<file path="src/rtl/player1_recorder.sv">
// rtl/player1_recorder.sv - player 1 pattern recorder: synchronized buttons, record FSM, pattern memory
module player1_recorder #(
   parameter int DEPTH = 32,
   parameter int AW    = 5
) (
   input  logic          clock,
   input  logic          resetn,
   input  logic          tick,
   input  logic          enable,
   input  logic          key_n,
   input  logic          done_n,
   input  logic [AW-1:0] rd_addr,
   output logic          rd_data,
   output logic [AW:0]   length,
   output logic          ready,
   output logic          recording,
   output logic          full,
   output logic [1:0]    state
);

   typedef enum logic [1:0] {
      IDLE   = 2'd0,
      ARMED  = 2'd1,
      RECORD = 2'd2,
      DONE   = 2'd3
   } state_t;

   localparam logic [AW:0] FULL_LEN = (AW+1)'(DEPTH);
   localparam logic [AW:0] ONE      = (AW+1)'(1);

   state_t state_q;
   logic   key_s1, key_s2, done_s1, done_s2, done_prev;
   logic   key, done_evt, wr_en;
   logic   mem [DEPTH];

   // Buttons idle high, so the synchronizers and edge detector reset to "released".
   always_ff @(posedge clock) begin
      if (!resetn) begin
         key_s1    <= 1'b1;
         key_s2    <= 1'b1;
         done_s1   <= 1'b1;
         done_s2   <= 1'b1;
         done_prev <= 1'b1;
      end else begin
         key_s1    <= key_n;
         key_s2    <= key_s1;
         done_s1   <= done_n;
         done_s2   <= done_s1;
         done_prev <= done_s2;
      end
   end

   assign key      = ~key_s2;
   assign done_evt = done_prev & ~done_s2;

   // ARMED only accepts a pressed key, so leading blanks never reach memory.
   assign wr_en = resetn & enable & tick &
                  (((state_q == ARMED) & key) | ((state_q == RECORD) & (length != FULL_LEN)));

   always_ff @(posedge clock) begin
      if (!resetn) begin
         state_q <= IDLE;
         length  <= '0;
      end else if (state_q == IDLE) begin
         length <= '0;
         if (enable)
            state_q <= ARMED;
      end else if (!enable) begin
         state_q <= IDLE;
      end else begin
         case (state_q)
            ARMED: begin
               if (wr_en) begin
                  length  <= ONE;
                  state_q <= (done_evt || (FULL_LEN == ONE)) ? DONE : RECORD;
               end else if (done_evt) begin
                  state_q <= DONE;
               end
            end
            RECORD: begin
               // A tick coinciding with the finish press is still recorded.
               if (wr_en) begin
                  length <= length + ONE;
                  if (done_evt || (length + ONE == FULL_LEN))
                     state_q <= DONE;
               end else if (done_evt) begin
                  state_q <= DONE;
               end
            end
            default: state_q <= state_q;
         endcase
      end
   end

   always_ff @(posedge clock) begin
      if (wr_en)
         mem[length[AW-1:0]] <= key;
   end

   always_ff @(posedge clock) begin
      if (!resetn)
         rd_data <= 1'b0;
      else
         rd_data <= ({1'b0, rd_addr} < length) ? mem[rd_addr] : 1'b0;
   end

   assign state     = state_q;
   assign ready     = (state_q == DONE);
   assign recording = (state_q == RECORD);
   assign full      = (length == FULL_LEN);

endmodule
</file>
<file path="config.mk">
export PLATFORM = sky130hd
export DESIGN_NAME = player1_recorder
export DESIGN_NICKNAME = d
export VERILOG_FILES = /design/src/rtl/player1_recorder.sv
export SDC_FILE = /design/constraint.sdc
export NUM_CORES = 1
export LEC_CHECK = 0
export BUFFER_PORTS_ARGS = -buffer_cell sky130_fd_sc_hd__buf_4
export CELL_PAD_IN_SITES_DETAIL_PLACEMENT = 2
export CELL_PAD_IN_SITES_GLOBAL_PLACEMENT = 2
export CORE_MARGIN = 2
export CORE_UTILIZATION = 43
export CTS_BUF_LIST = sky130_fd_sc_hd__clkbuf_4 sky130_fd_sc_hd__clkbuf_8
export DETAILED_ROUTE_END_ITERATION = 8
export PLACE_DENSITY = 0.92
export SYNTH_ARGS = -nofsm -noshare
export SYNTH_HDL_FRONTEND = slang
export SYNTH_SLANG_ARGS = --single-unit
</file>
<file path="constraint.sdc">
create_clock -name clock -period 3.6 [get_ports clock]
set_clock_uncertainty 0.2 [all_clocks]
set_input_delay 0.72 -clock clock [delete_from_list [all_inputs] [get_ports clock]]
set_output_delay 0.72 -clock clock [all_outputs]
set_load 0.02 [all_outputs]
</file>
; ---- After elaboration in Yosys (flattened, before gate mapping)
; Memory sizes are Yosys's and may differ from the RTL's. A register that Yosys moved wholly into a read port is not among the register bits.
; Index checks and enable logic that the tools add are counted.
[op_classes]
n_shift = 0
n_eq_ne = 11
add_sub_neg = 1
reduce_logical = 8
n_lt_le_gt_ge = 1
mux = 14
n_bitwise = 10
div_mod_pow = 0
mul = 0
[op_table]
columns = cell, count
row1 = 2-bit 2-to-1 mux, 7
row2 = 6-bit equality test (second input constant), 2
row3 = 6-bit 2-to-1 mux, 2
row4 = 6-bit one-hot mux with 2 select lines, 1
row5 = 6-bit by 1-bit adder with 6-bit output (second input constant), 1
row6 = 1-bit AND, 6
row7 = 5-bit by 6-bit less-than comparator with 1-bit output, 1
row8 = 6-bit != test (second input constant), 1
row9 = 5-bit by 3-bit != test with 1-bit output (second input constant), 1
row10 = 2-bit equality test (second input constant), 2
row11 = 2-bit != test (second input constant), 2
row12 = 4-bit by 1-bit != test with 1-bit output (second input constant), 1
row13 = 2-bit one-hot mux with 2 select lines, 1
row14 = 4-bit AND reduction, 1
row15 = 1-bit 2-to-1 mux, 3
row16 = 1-bit inverter, 3
row17 = 3-bit AND reduction, 1
row18 = 2-bit by 1-bit equality test with 1-bit output (second input constant), 1
row19 = 2-bit zero test, 1
row20 = 2-bit by 1-bit != test with 1-bit output (second input constant), 1
row21 = 2-bit AND reduction, 1
row22 = 2-bit nonzero test, 1
row23 = 2-bit OR reduction, 1
row24 = 1-bit zero test, 1
row25 = other kinds (2), 2
[word_totals]
romBits = 0
latchBits = 0
output_inout_bits = 12
in_bits = 11
mem_bits_rw = 32
mem_count = 1
register_bits = 13
[mem_list]
columns = name, depth, width, rd, rd_clocked_by_memory_dff, write_ports, line_no
row1 = mem, 32, 1, 1, 1, 1, 34  ; logic mem [DEPTH];

; ---- Longest topological paths before layout
; Gate-level depths: netlist of the first run.
[logic_depth]
word_depth = 8
ltp_mapped = 9

; ---- Worst setup path before layout of the first run
; Ideal clock, no wire load.
[synth_timing]
kind = register -> register
from = reg state_q[1] (netlist: state[1])
to = mem mem[27] (enable)
setup_ns = 0.300
arrival_time_ns = 1.950
path_stages_with_launch = 9
required_ns = 3.100
setup_slack_ns = 1.149
path_cell_list = dfxtp_1 ha_1 clkbuf_1 inv_1 a21oi_1 and2_1 buf_6 nand2_1 nor2_1
[synth_via]
elab_chain_cells = 6
elab_cells_between_ends = 8
[synth_rtl]
columns = item, line_no
row1 = from (decl), 31  ; state_t state_q;
row2 = from (signal assigned), 75  ; state_q <= (done_evt || (FULL_LEN == ONE)) ? DONE : RECORD;
row3 = from (signal assigned), 90  ; default: state_q <= state_q;
row4 = 2-bit equality test, -
row5 = via recording, 16  ; output logic recording,
row6 = 1-bit AND, 58  ; (((state_q == ARMED) & key) | ((state_q == RECORD) & (length != FULL_LEN)));
row7 = 1-bit bitwise OR, 58
row8 = 1-bit AND, 57  ; assign wr_en = resetn & enable & tick &
row9 = 1-bit 2-to-1 mux, 96  ; if (wr_en)
row10 = 1-bit 2-to-1 mux (implied by the code), 97  ; mem[length[AW-1:0]] <= key;
row11 = to (decl), 34
; The timed path passes the listed nets, and every way through them passes these cells.

; ---- Final worst setup path of the first run
[layout_timing]
from = reg state_q[0] (netlist: state[0])
to = mem mem[23] (enable)
[layout_via]
elab_chain_cells = 6
elab_cells_between_ends = 8
[layout_rtl]
columns = item, line_no
row1 = 2-bit by 1-bit equality test with 1-bit output / 2-bit equality test (equally long branches), 58
row2 = 1-bit AND, 58
row3 = 1-bit bitwise OR (*), 58
row4 = 1-bit AND (*), 57
row5 = 1-bit 2-to-1 mux (*), 96
row6 = 1-bit 2-to-1 mux (implied by the code) (*), 97
; Mark *: on every way between the ends. The rest lies on a longest branch, timed or not.

==> flow_metrics.tcl, run 1 <==
set metrics [dict create \
    run_status "finished, final reports clean" \
    numPortBuffers 22 \
    slew_violations 0 \
    routed_wl_mm 7.27 \
    max_cap_violations 0 \
    grt_max_degree 33 \
    fin_setup_tns_ns 0 \
    drtIter0Drc 146 \
    ys_top_cells_by_area "edfxtp_1, dfxtp_1, mux4_2, ha_1, nor2_1" \
    hold_violations 0 \
    hold_buffers 0 \
    synthesis.nets 235 \
    grt_util_all_layers_pct 25.7 \
    final_nets 256 \
    period_needed_ns 2.86 \
    cts_root_buf "clkbuf_8" \
    timing.final.crit_share_pct 79.3 \
    synth_seq_cells 46 \
    synth-main-ff-cell "edfxtp_1" \
    syn2layout_area_growth_pct 12.8 \
    fmax_ghz 0.350 \
    first_pass_iters 4 \
    core_um2 5170 \
    hpwl_mm 5.50 \
    cts_buffers 5 \
    grt_pass1_wl_mm 11.5 \
    syn_area_um2 2340 \
    worst_setup_path_start_kind "register" \
    slew_headroom_pct 37.1 \
    arrival_ns 2.67 \
    dieArea_um2 6050 \
    fillers 513 \
    synth_top_area_share_pct 41.0 \
    min-delay-start "done_s1" \
    whs_path_depth 1 \
    h-tree-depth 2 \
    via_per_inst 5.89 \
    ys_warn_count 0 \
    clk_path_buf_depth 2 \
    wl_per_cell_um 24.0 \
    ir_worst_vdd_mv 0.213 \
    synthTopCellsByCount "nor2_1, edfxtp_1, nand2_1, dfxtp_1, ha_1" \
    synth_cell_type_count 39 \
    powerDensity_nw_per_um2 403 \
    synth_area_leader_cell "edfxtp_1" \
    post-cts-setup-buffer-count 0 \
    r2r_cells 7 \
    grt_overflow_total 0 \
    regArea_um2 1240 \
    worstSetupEndpointType "register" \
    syn-instance-count 211 \
    diodes 0 \
    fin_area_um2 2640 \
    num_vias 1785 \
    routabilityCongestion 0.807 \
    hold_class "register to register" \
    path_clk_slew_ns 0.10 \
    num_rows 26 \
    die_w_um 77.8 \
    layout-drive-gt1-share_pct 18.0 \
    worstSetupStartpoint "state[0]" \
    synth_enable_flop_cells 32 \
    clk-insertion-delay-late_ns 0.31 \
    leakage_nw 0.907 \
    setup_viol 0 \
    r2r-end "mem[23]" \
    worstSetupPathType "register to register" \
    drc 0 \
    ys_seq_area_share_pct 53.0 \
    ctsResizeCount 0 \
    r2r-start "state[0]" \
    antenna_found_initial 0 \
    rsz0062_at_grt "no" \
    postPlaceCellArea_um2 2550 \
    die_y_um 77.8 \
    ant_nets 0 \
    hold_end "done_s2" \
    worst_slew_pin_slew_ns 0.942 \
    ios 23 \
    cts.sinks 46 \
    required_ns 3.42 \
    initial_core_util_pct 45.3 \
    synth_most_common_cell "nor2_1" \
    grt_pass1_vias 1955 \
    avgSynthCellArea_um2 11.1 \
    cts_tree "done" \
    r2r_setup_slack_ns 0.74 \
    multi_input_area_um2 1010 \
    critPathMaxFanout 10 \
    synthArstFlopShare_pct 0 \
]
## sequential cells by signal (all words and copies together) (netlist names)
name,cells
mem,32
length,6
state,2
done_prev,1
done_s1,1
done_s2,1
key_s1,1
key_s2,1
rd_data,1
## area by class of cell
cell class,count,share of cell area (%)
inverters,12,1.71
repair buffers,22,6.26
multi-input cells,145,38.3
flip-flops and latches,46,47.0
clock inverters,3,0.806
clock buffers,5,2.61
well taps,70,3.32
## power breakdown
part / switching (mW) / leakage, nW / total [mW] / internal [mW]
Combinational: 0.0926 / 0.454 / 0.154 / 0.0611
Clock: 0.193 / 0.0441 / 0.330 / 0.137
Sequential: 0.00950 / 0.408 / 0.580 / 0.570
Total: 0.296 / 0.907 / 1.06 / 0.768
## worst max-delay path: stages, from the launching register on
cell	delay [ns]
dfxtp_1	0.38
inv_1	0.14
ha_1	0.44
inv_1	0.18
a21oi_1	0.24
and2_1	0.39
nand2_1	0.33
nor2_1	0.25
## metal layers
| metal | track usage [%] | vias up | wire length, µm |
|---|---|---|---|
| li1 | - | 800 | - |
| met1 | 31.9 | 908 | 2970 |
| met2 | 44.7 | 60 | 3780 |
| met3 | 4.42 | 17 | 325 |
| met4 | 9.64 | 0 | 192 |
| met5 | 0 | - | 0 |
## through the flow
step / setup WS (ns) / util, % / total power, mW / hold WS, ns / instances
after floorplan: 1.15 / - / 0.685 / 0.186 / 211
after global placement: 1.05 / 49.3 / 0.729 / 0.189 / 295
after detailed placement: 0.861 / 49.3 / 0.744 / 0.197 / 295
after CTS: 0.743 / 51.0 / 1.07 / 0.221 / 303
after global routing: 0.462 / 51.0 / 1.10 / 0.228 / 303
final: 0.744 / 51.0 / 1.06 / 0.217 / 303
## cells in the final DEF (no fill, tap or decap), types with 5 or more instances in the layout
master,instances
nor2_1,39
edfxtp_1,32
buf_4,22
nand2_1,15
dfxtp_1,14
ha_1,13
inv_1,12
nand3_1,9
nand2b_1,9
mux4_2,8
a21oi_1,7
nor2b_1,5
o21ai_0,5
clkbuf_8,5
## worst max path at each step
stage,end,slack [ns]
after detailed placement,mem[23],0.86
after global routing,mem[11],0.46
final,mem[23],0.74
after global placement,mem[28],1.05
after floorplan,mem[27],1.15
after CTS,mem[23],0.74
## cell families after synthesis
family	synth area share (%)
simple gates	18.8
flops	53.0
compound gates	8.87
buf+inv	3.79
fa+ha+maj	6.95
mux	8.55
Power figures use the tool's default switching activity.
==> run 2: changes to the inputs <==
CORE_UTILIZATION = 40   (was 43)
PLACE_DENSITY = 0.87   (was 0.92)
clock period = 2.65 ns   (was 3.6 ns; I/O delays follow)
==> run 2 against run 1 <==
  * Non-clock buffer count up 7
  * Die area up 7.1%
  * Critical path depth unchanged
  * Final cell count up 3.0%
  * Sequential cell count unchanged
  * Worst hold slack worse by 0.022 ns
  * Clock power up 38%
  * Worst setup slack worse by 0.61 ns
  * Core utilization down 2.6 points
  * Sequential power up 36%
  * Total power up 36%
  * Register-to-register slack worse by 0.61 ns
==> flow_metrics.tcl, run 2 (synthesis gave the netlist of run 1 again) <==
set metrics [dict create \
    diodes 0 \
    clk-insertion-delay-late_ns 0.31 \
    syn2layout_area_growth_pct 15.2 \
    layout-drive-gt1-share_pct 20.4 \
    critPathMaxFanout 9 \
    slew_violations 0 \
    layout_commonest_cell "nor2_1" \
    dp.cells 304 \
    finalNonFillerCells 312 \
    fmax_ghz 0.398 \
    powerDensity_nw_per_um2 535 \
    cts_tree "done" \
    h-tree-depth 2 \
    antenna_found_initial 0 \
    dieArea_um2 6480 \
    drtIter0Drc 101 \
    whs_path_depth 2 \
    grt_util_all_layers_pct 23.7 \
    netSwitchingPower_mw 0.395 \
    grt_max_degree 33 \
    worst_slew_pin_slew_ns 0.914 \
    grt_overflow_total 0 \
    numPortBuffers 22 \
    ant_nets 0 \
    hold_class "primary input to register" \
    routed_wl_mm 6.81 \
    worstSetupPathType "register to register" \
    final_nets 263 \
    max_cap_violations 0 \
    fin_util_pct 48.4 \
    top_layer "met4" \
    pwr-share-seq_pct 54.6 \
    path_clk_slew_ns 0.09 \
    first_pass_iters 4 \
    combPwrFrac_pct 13.9 \
    die_y_um 80.5 \
    r2r_cells 7 \
    power_mw 1.44 \
    grt_pass1_vias 1944 \
    core_um2 5570 \
    cts_root_buf "clkbuf_8" \
    worstSetupEndpointType "register" \
    period_needed_ns 2.52 \
    rsz0062_at_grt "yes" \
    timing.final.crit_share_pct 94.9 \
    cts_buffers 5 \
    fillers 591 \
    initial_core_util_pct 42.0 \
    wirelength_met1_mm 2.91 \
    leakage_nw 0.942 \
    hold_buffers 0 \
    clk_path_buf_depth 2 \
    wl_per_cell_um 21.8 \
    slew_headroom_pct 39.0 \
    internal_power_mw 1.05 \
    cts.sinks 46 \
    required_ns 2.51 \
    setup_viol 0 \
    num_rows 27 \
    routabilityCongestion 0.802 \
    wl_met3_um 153 \
    hpwl_mm 5.14 \
    layout_common_cells "nor2_1, edfxtp_1, buf_4" \
    largest_reg_flops 32 \
    run_status "finished, final reports clean" \
    switching_share_pct 27.4 \
    fin_setup_tns_ns 0 \
    drc 0 \
    routed-wl-met2_mm 3.59 \
    via_per_inst 5.59 \
    die_w_um 80.5 \
    num_vias 1744 \
    ir_worst_vdd_mv 0.253 \
    worst_setup_path_start_kind "register" \
    grt_pass1_wl_mm 11.0 \
    hold_violations 0 \
    post-cts-setup-buffer-count 0 \
    ios 23 \
    ctsResizeCount 0 \
    clkPwrFrac_pct 31.5 \
    arrival_ns 2.37 \
    whs_ns 0.195 \
]
-- run 2: critical path, stage by stage, from the launching register on --
cell and delay (ns):
dfxtp_1 0.45, inv_1 0.09, ha_1 0.22, nand2b_1 0.12, or3b_4 0.40, and2_1 0.27, nand2_1 0.39, nor2_1 0.12
-- run 2: worst paths after layout --
kind | to | slack (ns) | from
worst max-delay path | mem[11] | 0.13 | state[1]
worst min-delay path | done_s1 | 0.20 | done_n
worst max register to register | mem[11] | 0.13 | state[1]
worst min register to register | key_s2 | 0.22 | key_s1
-- run 2: stage by stage --
step	area [µm²]	setup WS, ns
after floorplan	2340	0.199
after global placement	2610	0.242
after detailed placement	2610	0.168
after CTS	2700	0.146
after global routing	2700	-0.0573
final	2700	0.135
-- run 2: power by group through the flow --
stage          clock network [mW]  logic (mW)  registers [mW]
6_report                    0.455       0.200           0.788
5_1_grt                     0.495       0.219           0.791
4_1_cts                     0.460       0.200           0.789
3_5_place_dp                    0       0.199           0.805
3_3_place_gp                    0       0.189           0.804
2_1_floorplan                   0       0.121           0.810
-- run 2: per-layer routing --
metal	vias up	track usage [%]
li1	813	-
met1	889	30.1
met3	13	4.16
met5	-	0
met2	29	40.7
met4	0	7.80
-- run 2: cell type report --
class / count / area (µm²) / area share [%]
multi-input cells: 145 / 1010 / 37.5
clock buffers: 5 / 68.8 / 2.55
repair buffers: 29 / 218 / 8.07
well taps: 72 / 90.1 / 3.34
clock inverters: 3 / 23.8 / 0.881
inverters: 12 / 45.0 / 1.67
flip-flops and latches: 46 / 1240 / 46.0
==> run 3: changes to the inputs <==
SETUP_SLACK_MARGIN = 0.3   (was not set)
==> run 3 against run 2 <==
  * Global-route usage rose by 0.16 points
  * Clock power decreased by 2%
  * Worst hold slack better by 0.019 ns
  * Via count increased by 4.8%
  * Final area is 2.7% higher
  * Register-to-register slack gained 0.16 ns
  * Critical endpoint is now state[0]
==> flow_metrics.tcl, run 3 (synthesis gave the netlist of run 1 again) <==
set metrics [dict create \
    num_rows 27 \
    r2r_setup_slack_ns 0.30 \
    fillers 566 \
    ios 23 \
    cts_buffers 5 \
    first_pass_iters 5 \
    final_nets 269 \
    regArea_um2 1250 \
    grt_max_degree 33 \
    clk-insertion-delay-late_ns 0.30 \
    crit_end "state[0]" \
    clk_path_buf_depth 2 \
    required_ns 2.63 \
    slew_violations 0 \
    grt_pass1_vias 1899 \
    core_um2 5570 \
    cts_root_buf "clkbuf_8" \
    worst_setup_path_start_kind "register" \
    max_cap_violations 0 \
    drtIter0Drc 116 \
    diodes 0 \
    timing.final.crit_share_pct 88.8 \
    power_mw 1.45 \
    worstSetupPathType "register to register" \
    hpwl_mm 4.84 \
    die_w_um 80.5 \
    h-tree-depth 2 \
    rsz0062_at_grt "yes" \
    layout_common_cells "nor2_1, buf_4, edfxtp_1" \
    arrival_ns 2.33 \
    worst_slew_pin_slew_ns 0.890 \
    via_per_inst 5.75 \
    routed_wl_mm 7.14 \
    largest_reg_flops 32 \
    r2r-start "length[4]" \
    grt_pass1_wl_mm 11.0 \
    powerDensity_nw_per_um2 522 \
    num_vias 1828 \
    fmax_ghz 0.425 \
    hold_buffers 0 \
    period_needed_ns 2.35 \
    layout-drive-gt1-share_pct 26.8 \
    dieArea_um2 6480 \
    grt_util_all_layers_pct 23.8 \
    path_clk_slew_ns 0.09 \
    wl_per_cell_um 22.5 \
    initial_core_util_pct 42.0 \
    hold_class "register to register" \
    r2r-end "state[0]" \
    slew_headroom_pct 40.6 \
    die_y_um 80.5 \
    antenna_found_initial 0 \
    numPortBuffers 22 \
    worstSetupStartpoint "length[4]" \
    cts_tree "done" \
    multi_input_area_um2 1030 \
    drc 0 \
    routabilityCongestion 0.871 \
    ant_nets 0 \
    grt_overflow_total 0 \
    fin_setup_tns_ns 0 \
    r2r_cells 6 \
    worstSetupEndpointType "register" \
    ir_worst_vdd_mv 0.232 \
    cts.sinks 46 \
    run_status "finished, final reports clean" \
    critPathMaxFanout 6 \
    layout_commonest_cell "nor2_1" \
    syn2layout_area_growth_pct 18.4 \
    leakage_nw 0.980 \
    setup_viol 0 \
    hold_violations 0 \
]
[run 3: worst max-delay path, stage by stage, from the launching register on]
cell	delay (ns)
dfxtp_4	0.38
or3_4	0.42
or3b_4	0.40
and2_4	0.19
buf_6	0.13
a311o_1	0.39
mux2i_1	0.13
[run 3: worst min-delay path by stage]
stage | from | end | slack, ns | depth (start not counted)
floorplan | done_s1 | done_s2 | 0.19 | 1
global placement | done_s1 | done_s2 | 0.19 | 1
detailed placement | done_s1 | done_s2 | 0.20 | 1
CTS | done_n | done_s1 | 0.21 | 2
global route | done_n | done_s1 | 0.23 | 2
finish | done_s1 | done_s2 | 0.21 | 1
[run 3: metal layers]
metal  vias to the layer above  GRT usage (%)  part of all wire, %
li1                        826              -                    -
met1                       940           31.0                   41
met2                        52           41.5                   53
met3                        10           3.03                  3.8
met4                         0           6.78                  1.6
met5                         -              0                    0
[run 3: metrics by stage]
step           setup slack, ns  hold slack [ns]  util (%)  instances  area [µm²]
2_1_floorplan            0.313            0.186         -        211        2350
3_5_place_dp             0.184            0.196      46.8        304        2610
3_3_place_gp             0.241            0.188      46.8        304        2610
6_report                 0.297            0.214      49.7        318        2770
5_1_grt                  0.252            0.231      49.7        318        2770
4_1_cts                  0.304            0.213      48.7        312        2720
[run 3: timing repair]
item                       in CTS  in global routing
resized for setup               4                  7
buffers inserted                0                  6
setup endpoints to repair      37                 36
pin swaps                       1                  3
[run 3: power by group]
part | total [mW] | internal [mW] | switching, mW
combinational | 0.211 | 0.0880 | 0.123
sequential | 0.787 | 0.774 | 0.0124
clock | 0.447 | 0.208 | 0.240
total | 1.45 | 1.07 | 0.376
[run 3: cell type report]
class	instances	share of cell area [%]
Clock buffer	7	3.02
Clock inverter	1	0.271
Inverter	12	1.63
Multi-Input combinational cell	145	37.1
Sequential cell	46	45.1
Tap cell	72	3.25
Timing Repair Buffer	35	9.62
